<file path="src/rtl/input_debounce_bank_if.sv">
// Change-event stream from the debounce bank: valid/ready handshake carrying
// a state snapshot, accumulated changed bits and an overrun flag.
interface input_debounce_bank_if;
  logic       ev_valid;
  logic       ev_ready;
  logic [7:0] ev_data;
  logic [7:0] ev_changed;
  logic       ev_overrun;

  modport master (
    output ev_valid,
    output ev_data,
    output ev_changed,
    output ev_overrun,
    input  ev_ready
  );

  modport slave (
    input  ev_valid,
    input  ev_data,
    input  ev_changed,
    input  ev_overrun,
    output ev_ready
  );
endinterface

</file>
<file path="src/rtl/input_debounce_bank.sv">
// Eight-channel input debouncer: 2-flop synchronizers, shared tick prescaler,
// per-bit mismatch counters, edge pulses and a coalescing change-event stream.
module input_debounce_bank #(
  parameter int TICK_DIV       = 12000,
  parameter int DEBOUNCE_TICKS = 10
) (
  input  logic                         clk,
  input  logic                         rst_n,
  input  logic [7:0]                   pins,
  output logic [7:0]                   state,
  output logic [7:0]                   rise,
  output logic [7:0]                   fall,
  input_debounce_bank_if.master        ev
);

  localparam int PW = (TICK_DIV > 1) ? $clog2(TICK_DIV) : 1;
  localparam int CW = (DEBOUNCE_TICKS > 1) ? $clog2(DEBOUNCE_TICKS) : 1;
  localparam logic [PW-1:0] PRESC_LAST = PW'(TICK_DIV - 1);
  localparam logic [CW-1:0] CNT_LAST   = CW'(DEBOUNCE_TICKS - 1);

  logic [7:0]    meta_reg;
  logic [7:0]    sync_reg;
  logic [PW-1:0] presc_reg;
  logic          tick;
  logic [7:0]    state_reg;
  logic [7:0]    state_next;
  logic [7:0]    state_d_reg;
  logic [7:0]    rise_reg;
  logic [7:0]    fall_reg;
  logic          ev_valid_reg;
  logic [7:0]    ev_data_reg;
  logic [7:0]    ev_changed_reg;
  logic          ev_overrun_reg;
  logic [7:0]    changed;
  logic          change;
  logic          xfer;

  always_ff @(posedge clk or negedge rst_n) begin
    if (!rst_n) begin
      meta_reg <= '0;
      sync_reg <= '0;
    end else begin
      meta_reg <= pins;
      sync_reg <= meta_reg;
    end
  end

  // Free-running prescaler; never stalls, whatever the event stream does.
  always_ff @(posedge clk or negedge rst_n) begin
    if (!rst_n) begin
      presc_reg <= '0;
    end else if (presc_reg == PRESC_LAST) begin
      presc_reg <= '0;
    end else begin
      presc_reg <= presc_reg + PW'(1);
    end
  end

  assign tick = (presc_reg == PRESC_LAST);

  for (genvar gi = 0; gi < 8; gi++) begin : g_bit
    logic [CW-1:0] cnt_reg;
    logic          mismatch;
    logic          accept;

    assign mismatch       = sync_reg[gi] ^ state_reg[gi];
    assign accept         = mismatch && tick && (cnt_reg == CNT_LAST);
    assign state_next[gi] = accept ? sync_reg[gi] : state_reg[gi];

    // Any matching cycle, even between ticks, restarts the count.
    always_ff @(posedge clk or negedge rst_n) begin
      if (!rst_n) begin
        cnt_reg <= '0;
      end else if (!mismatch || accept) begin
        cnt_reg <= '0;
      end else if (tick) begin
        cnt_reg <= cnt_reg + CW'(1);
      end
    end
  end

  always_ff @(posedge clk or negedge rst_n) begin
    if (!rst_n) begin
      state_reg   <= '0;
      state_d_reg <= '0;
      rise_reg    <= '0;
      fall_reg    <= '0;
    end else begin
      state_reg   <= state_next;
      state_d_reg <= state_reg;
      rise_reg    <= state_reg & ~state_d_reg;
      fall_reg    <= ~state_reg & state_d_reg;
    end
  end

  assign changed = state_next ^ state_reg;
  assign change  = |changed;
  assign xfer    = ev_valid_reg & ev.ev_ready;

  // A change that lands while an event is still held merges into it and flags overrun.
  always_ff @(posedge clk or negedge rst_n) begin
    if (!rst_n) begin
      ev_valid_reg   <= 1'b0;
      ev_data_reg    <= '0;
      ev_changed_reg <= '0;
      ev_overrun_reg <= 1'b0;
    end else if (change) begin
      ev_valid_reg <= 1'b1;
      ev_data_reg  <= state_next;
      if (!ev_valid_reg || xfer) begin
        ev_changed_reg <= changed;
        ev_overrun_reg <= 1'b0;
      end else begin
        ev_changed_reg <= ev_changed_reg | changed;
        ev_overrun_reg <= 1'b1;
      end
    end else if (xfer) begin
      ev_valid_reg   <= 1'b0;
      ev_changed_reg <= '0;
      ev_overrun_reg <= 1'b0;
    end
  end

  assign state         = state_reg;
  assign rise          = rise_reg;
  assign fall          = fall_reg;
  assign ev.ev_valid   = ev_valid_reg;
  assign ev.ev_data    = ev_data_reg;
  assign ev.ev_changed = ev_changed_reg;
  assign ev.ev_overrun = ev_overrun_reg;

endmodule

</file>
<file path="src/flat_wrapper.sv">
// flat-port wrapper written by rule: the top's interface ports become plain ports
module input_debounce_bank_flat 
#(
  parameter int TICK_DIV       = 12000,
  parameter int DEBOUNCE_TICKS = 10
)
  (clk, rst_n, pins, state, rise, fall, ev_ev_valid, ev_ev_data, ev_ev_changed, ev_ev_overrun, ev_ev_ready);
  input_debounce_bank_if ev_i ();
  input  logic clk;
  input  logic rst_n;
  input  logic [7:0] pins;
  output logic [7:0] state;
  output logic [7:0] rise;
  output logic [7:0] fall;
  output wire logic [$bits(ev_i.ev_valid)-1:0] ev_ev_valid;
  output wire logic [$bits(ev_i.ev_data)-1:0] ev_ev_data;
  output wire logic [$bits(ev_i.ev_changed)-1:0] ev_ev_changed;
  output wire logic [$bits(ev_i.ev_overrun)-1:0] ev_ev_overrun;
  input wire logic [$bits(ev_i.ev_ready)-1:0] ev_ev_ready;
  assign ev_ev_valid = ev_i.ev_valid;
  assign ev_ev_data = ev_i.ev_data;
  assign ev_ev_changed = ev_i.ev_changed;
  assign ev_ev_overrun = ev_i.ev_overrun;
  assign ev_i.ev_ready = ev_ev_ready;
  input_debounce_bank #(.TICK_DIV(TICK_DIV), .DEBOUNCE_TICKS(DEBOUNCE_TICKS)) u_core (.clk(clk), .rst_n(rst_n), .pins(pins), .state(state), .rise(rise), .fall(fall), .ev(ev_i));
endmodule
</file>
<file path="config.mk">
export PLATFORM = sky130hd
export DESIGN_NAME = input_debounce_bank_flat
export DESIGN_NICKNAME = d
export VERILOG_FILES = /design/src/rtl/input_debounce_bank_if.sv /design/src/rtl/input_debounce_bank.sv /design/src/flat_wrapper.sv
export SDC_FILE = /design/constraint.sdc
export NUM_CORES = 1
export LEC_CHECK = 0
export ABC_AREA = 1
export CAP_MARGIN = 15
export CORE_MARGIN = 2
export CORE_UTILIZATION = 30
export DETAILED_ROUTE_END_ITERATION = 16
export RECOVER_POWER = 50
export SLEW_MARGIN = 15
export SYNTH_ARGS = -nofsm -noshare
export SYNTH_HDL_FRONTEND = slang
export SYNTH_SLANG_ARGS = --single-unit
</file>
<file path="constraint.sdc">
create_clock -name clk -period 4.8 [get_ports clk]
set_input_delay 0.96 -clock clk [delete_from_list [all_inputs] [get_ports clk]]
set_output_delay 0.96 -clock clk [all_outputs]
set_load 0.01 [all_outputs]
</file>
Word level (Yosys, flattened, before mapping)
Cells that the tools add are included.

storage, ports and cells
  input bits = 11
  memory bits (read-only) = 0
  logic and storage cells = 128
  output and inout bits = 42
  memories kept = 0
  memory bits (writable) = 0
  latch bits = 0
  register bits = 112

cells by class
  order comparisons = 0
  shift-type cells = 0
  $mul = 0
  add/sub/neg operators = 9
  equal/unequal tests = 9
  bitwise operators = 15
  mux-type cells = 32
  div/mod/pow operators = 0
  reductions and logical operators = 44

operator list
  cell                                                              number
  4-bit 2-to-1 mux                                                  16
  4-bit by 1-bit adder with 4-bit output (second input constant)    8
  4-bit equality test (second input constant)                       8
  8-bit 2-to-1 mux                                                  3
  2-bit nonzero test                                                9
  8-bit bitwise AND                                                 2
  1-bit logical AND                                                 16
  8-bit inverter                                                    2
  14-bit by 1-bit adder with 14-bit output (second input constant)  1
  14-bit equality test (second input constant)                      1
  14-bit 2-to-1 mux                                                 1
  1-bit 2-to-1 mux                                                  12
  1-bit logical NOT                                                 9
  1-bit logical OR                                                  9
  8-bit bitwise OR                                                  1
  8-bit OR reduction                                                1
  1-bit XOR                                                         8
  8-bit XOR                                                         1
  1-bit bitwise AND                                                 1

Logic depth before layout (Yosys ltp)
  word-level depth = 8
  gate-level depth with buffers = 13
  mapped depth without buffers = 11

Least setup slack after synthesis
Ideal clock, no wire load.

  path type = register to register
  from = reg u_core.presc_reg[0]
  to = reg u_core.ev_valid_reg (netlist: u_core.ev.ev_valid)
  path slack = 3.145 ns
  period minus slack after synthesis = 1.655 ns
  buffers on the path = 1
  arrival = 1.514 ns
  stages on the path, launching flop included = 11
  required time = 4.659 ns
  setup time = 0.141 ns
  cell sequence = dfrtp_1 -> ha_1 -> nand2_2 -> nor2_4 -> nand2_1 -> nor2_2 -> buf_4 -> o21ai_0 -> nand2_1 -> nor2_2 -> o21ai_0

between the ends
  longest elaborated chain between the ends = 7
  elaborated cells between the ends (all ways) = 29
  those cells by class = eq/ne: 1; mux: 9; bitwise: 1; reduce/logical: 18

RTL lines
  element                                                        line                        RTL
  start: declaration                                             input_debounce_bank.sv:23   logic [PW-1:0] presc_reg;
  start signal: assignment                                       input_debounce_bank.sv:55   presc_reg <= presc_reg + PW'(1);
  14-bit equality test (*)                                       input_debounce_bank.sv:59   assign tick = (presc_reg == PRESC_LAST);
  1-bit logical AND (2 in series)                                input_debounce_bank.sv:67   assign accept = mismatch && tick && (cnt_reg == CNT_LAST);
  1-bit 2-to-1 mux                                               input_debounce_bank.sv:68   assign state_next[gi] = accept ? sync_reg[gi] : state_reg[gi];
  8-bit XOR (*)                                                  input_debounce_bank.sv:96   assign changed = state_next ^ state_reg;
  8-bit OR reduction (*)                                         input_debounce_bank.sv:97   assign change = |changed;
  1-bit 2-to-1 mux / 2-bit nonzero test (equally long branches)  n/a
  end signal: assignment                                         input_debounce_bank.sv:103  ev_valid_reg <= 1'b0;
  end signal: assignment                                         input_debounce_bank.sv:108  ev_valid_reg <= 1'b1;
  end signal: assignment                                         input_debounce_bank.sv:118  ev_valid_reg <= 1'b0;
  end: declaration                                               input_debounce_bank.sv:30   logic ev_valid_reg;

Every way passes the cells marked *; elsewhere a longest branch is shown, timed or not.
A chain may end at the register's enable or synchronous reset.

==> results.json <==
{
  "reg2reg_setup_slack_ns": 1.99,
  "syn_area_um2": 4970,
  "synth_cell_type_count": 31,
  "crit_path_start_kind": "input port",
  "grt_usage_pct": 12.4,
  "layout_common_cells": "130 x nand2_1, 112 x dfrtp_1, 72 x nor2_1",
  "power.leakage_uw": 0.00295,
  "grt_pass1_vias": 3669,
  "ys_seq_area_share_pct": 56.4,
  "synth_top_family_by_area": "simple AND/OR/NAND/NOR gates",
  "cp.required_ns": 5.14,
  "arrival_ns": 3.40,
  "cts.sinks": 112,
  "tightest_slew_ns": 2.00,
  "postCtsSetupBuffers": 0,
  "intPower_uw": 1320,
  "dp_hpwl_um": 7270,
  "start_util_pct": 30.3,
  "endpoint_kind": "async pin",
  "clock_power_share_pct": 42.5,
  "num-fill-cells": 1625,
  "finalHoldViolations": 0,
  "clkTransAtPathRegs_ns": 0.08,
  "num_antenna_cells": 0,
  "clockBufferDepth": 2,
  "swShare_pct": 23.2,
  "worstPathBufferInverterCount": 2,
  "wire_per_inst_um": 12.5,
  "rsz0062_at_grt": "no",
  "cts-root-buf": "clkbuf_16",
  "cpPeakStageDelay_ns": 1.41,
  "synth_nets": 569,
  "fp.dieW_um": 133,
  "dr_total_vias": 3648,
  "cts_hold_buffers": 0,
  "final_common_cell": "nand2_1",
  "drt_iter0_drc": 223,
  "finalSetupViolations": 0,
  "synthMuxAreaShare_pct": 0,
  "power_density_nw_per_um2": 288,
  "drt-vias-per-instance": 4.43,
  "crit_chain": "clkbuf_1, clkbuf_2",
  "switchingPower_uw": 400,
  "dieArea_um2": 17600,
  "cts_max_level": 3,
  "grt_max_degree": 41,
  "wirelength_um": 10300,
  "synthesis.yosys.warnings": 0,
  "drc": 0,
  "max_cap_violations": 1,
  "core_um2": 16400,
  "numCtsBuffers": 9,
  "violations": "capacitance limit, slew limit",
  "outcome": "finished with violations",
  "synthCells": 541,
  "grt_overflow_total": 0,
  "period_needed_ns": 3.06,
  "largest_reg_flops": 32,
  "first_pass_iters": 4,
  "path_class": "input port to async pin",
  "io_pins": 53,
  "numPortBuffers": 52,
  "gp_congestion": 0.837,
  "critPathTopFamily": "buffers and inverters",
  "grt_pass1_wl_um": 17700,
  "critPathSlowestCell": "clkbuf_1",
  "clock_latency_ns": 0.36,
  "setup_tns_ns": 0,
  "synth-simple-area-share_pct": 24.6,
  "antenna_left": 0,
  "p_seq_share_pct": 55.3,
  "synth-seq-cells": 112,
  "drive_gt1_share_pct": 7.12,
  "nNetsFinal": 627,
  "synth_xor_xnor_area_share_pct": 3.52,
  "antenna_found_initial": 0,
  "finClkSkew_ns": 0.00863,
  "hp-class": "register to register",
  "critPathMaxFanout": 40,
  "syn_area_per_cell_um2": 9.19,
  "total_power_uw": 1720,
  "die_height_um": 133,
  "slew_headroom_pct": -33.6,
  "areaGrowthSynthToFinish_pct": 20.4,
  "synthAdderAreaFrac_pct": 4.28,
  "synth_compound_area_share_pct": 4.66,
  "min_period_over_period_pct": 63.7,
  "drv_slew": 40,
  "fmax_ghz": 0.327,
  "cts_tree": "done",
  "peakVddDrop_v": 0.000194,
  "fp-row-count": 47,
  "pwr-share-comb_pct": 2.2,
  "postCtsResizedCells": 0
}
cell usage after synthesis:
cell | count | area [um2]
o31ai_1 | 8 | 60.1
nor2_2 | 5 | 31.3
nand3b_1 | 5 | 37.5
nor3b_1 | 3 | 22.5
xor2_1 | 14 | 123
ha_1 | 17 | 213
nand2_2 | 10 | 62.6
nand4_1 | 1 | 6.26
nand2_4 | 1 | 11.3
a21oi_1 | 17 | 85.1
and3_1 | 3 | 18.8
dfrtp_1 | 112 | 2800
nor2_4 | 2 | 22.5
buf_12 | 1 | 20.0
o221ai_1 | 1 | 8.76
clkbuf_1 | 1 | 3.75
a31oi_1 | 1 | 6.26
nand3b_4 | 1 | 20.0
buf_2 | 3 | 15.0
inv_1 | 66 | 248
o21ai_0 | 9 | 45.0
xnor2_1 | 6 | 52.6
nor2_1 | 70 | 263
nand2_1 | 130 | 488
nand3_1 | 36 | 180
buf_6 | 2 | 22.5
nand3_4 | 1 | 17.5
buf_4 | 1 | 7.51
inv_2 | 3 | 11.3
o21ai_2 | 3 | 26.3
nor3_1 | 8 | 40.0
logic make-up (layout without fill, tap and decap cells):
| logic type | count (synthesis) | after routing |
|---|---|---|
| xor+xnor | 20 | 20 |
| fa+ha+maj | 17 | 17 |
| simple gates | 276 | 276 |
| flops | 112 | 112 |
| buf+inv | 77 | 140 |
| compound gates | 39 | 39 |
layer usage:
metal / vias up / GRT usage (%) / share of wire [%]
met5: - / 0 / 0
met4: 0 / 4.30 / 1.0
met3: 12 / 3.64 / 4.6
met2: 59 / 20.6 / 49
met1: 1770 / 15.4 / 45
li1: 1807 / - / -
through the flow:
stage / utilization (%) / hold slack, ns / instance area, um2 / worst slack (ns) / cells
after global routing: 36.5 / 0.357 / 5980 / 1.13 / 824
final: 36.5 / 0.351 / 5980 / 1.74 / 824
after global placement: 34.9 / 0.333 / 5720 / 2.43 / 808
after detailed placement: 34.9 / 0.335 / 5720 / 2.29 / 808
after CTS: 36.6 / 0.353 / 6000 / 2.29 / 824
after floorplan: - / 0.331 / 4970 / 3.14 / 541
layout make-up:
class / instances / area (um2) / area share (%)
inverter: 69 / 259 / 4.33
timing repair buffer: 55 / 534 / 8.93
multi-input combinational: 352 / 1830 / 30.5
clock inverter: 7 / 61.3 / 1.02
clock buffer: 9 / 225 / 3.76
sequential: 112 / 2800 / 46.8
tap: 220 / 275 / 4.60
power groups by stage:
stage / Clock, uW / Combinational (uW) / Sequential [uW]
final: 731 / 37.7 / 953
after global routing: 795 / 45.2 / 954
after CTS: 762 / 41.6 / 953
after detailed placement: 0 / 41.4 / 972
after global placement: 0 / 40.7 / 971
after floorplan: 0 / 9.97 / 971
final timing paths:
check | from | end | cells past startpoint
setup / recovery | rst_n | u_core.g_bit[5].cnt_reg[3] | 2
hold / removal | u_core.meta_reg[6] | u_core.sync_reg[6] | 0
setup reg to reg | u_core.presc_reg[0] | u_core.ev.ev_data[3] | 10
hold reg to reg | u_core.meta_reg[6] | u_core.sync_reg[6] | 0
max in group clk | u_core.presc_reg[0] | u_core.ev.ev_data[3] | 10
min in group asynchronous | rst_n | u_core.state_d_reg[1] | 1
Power figures use the tool's default switching activity.
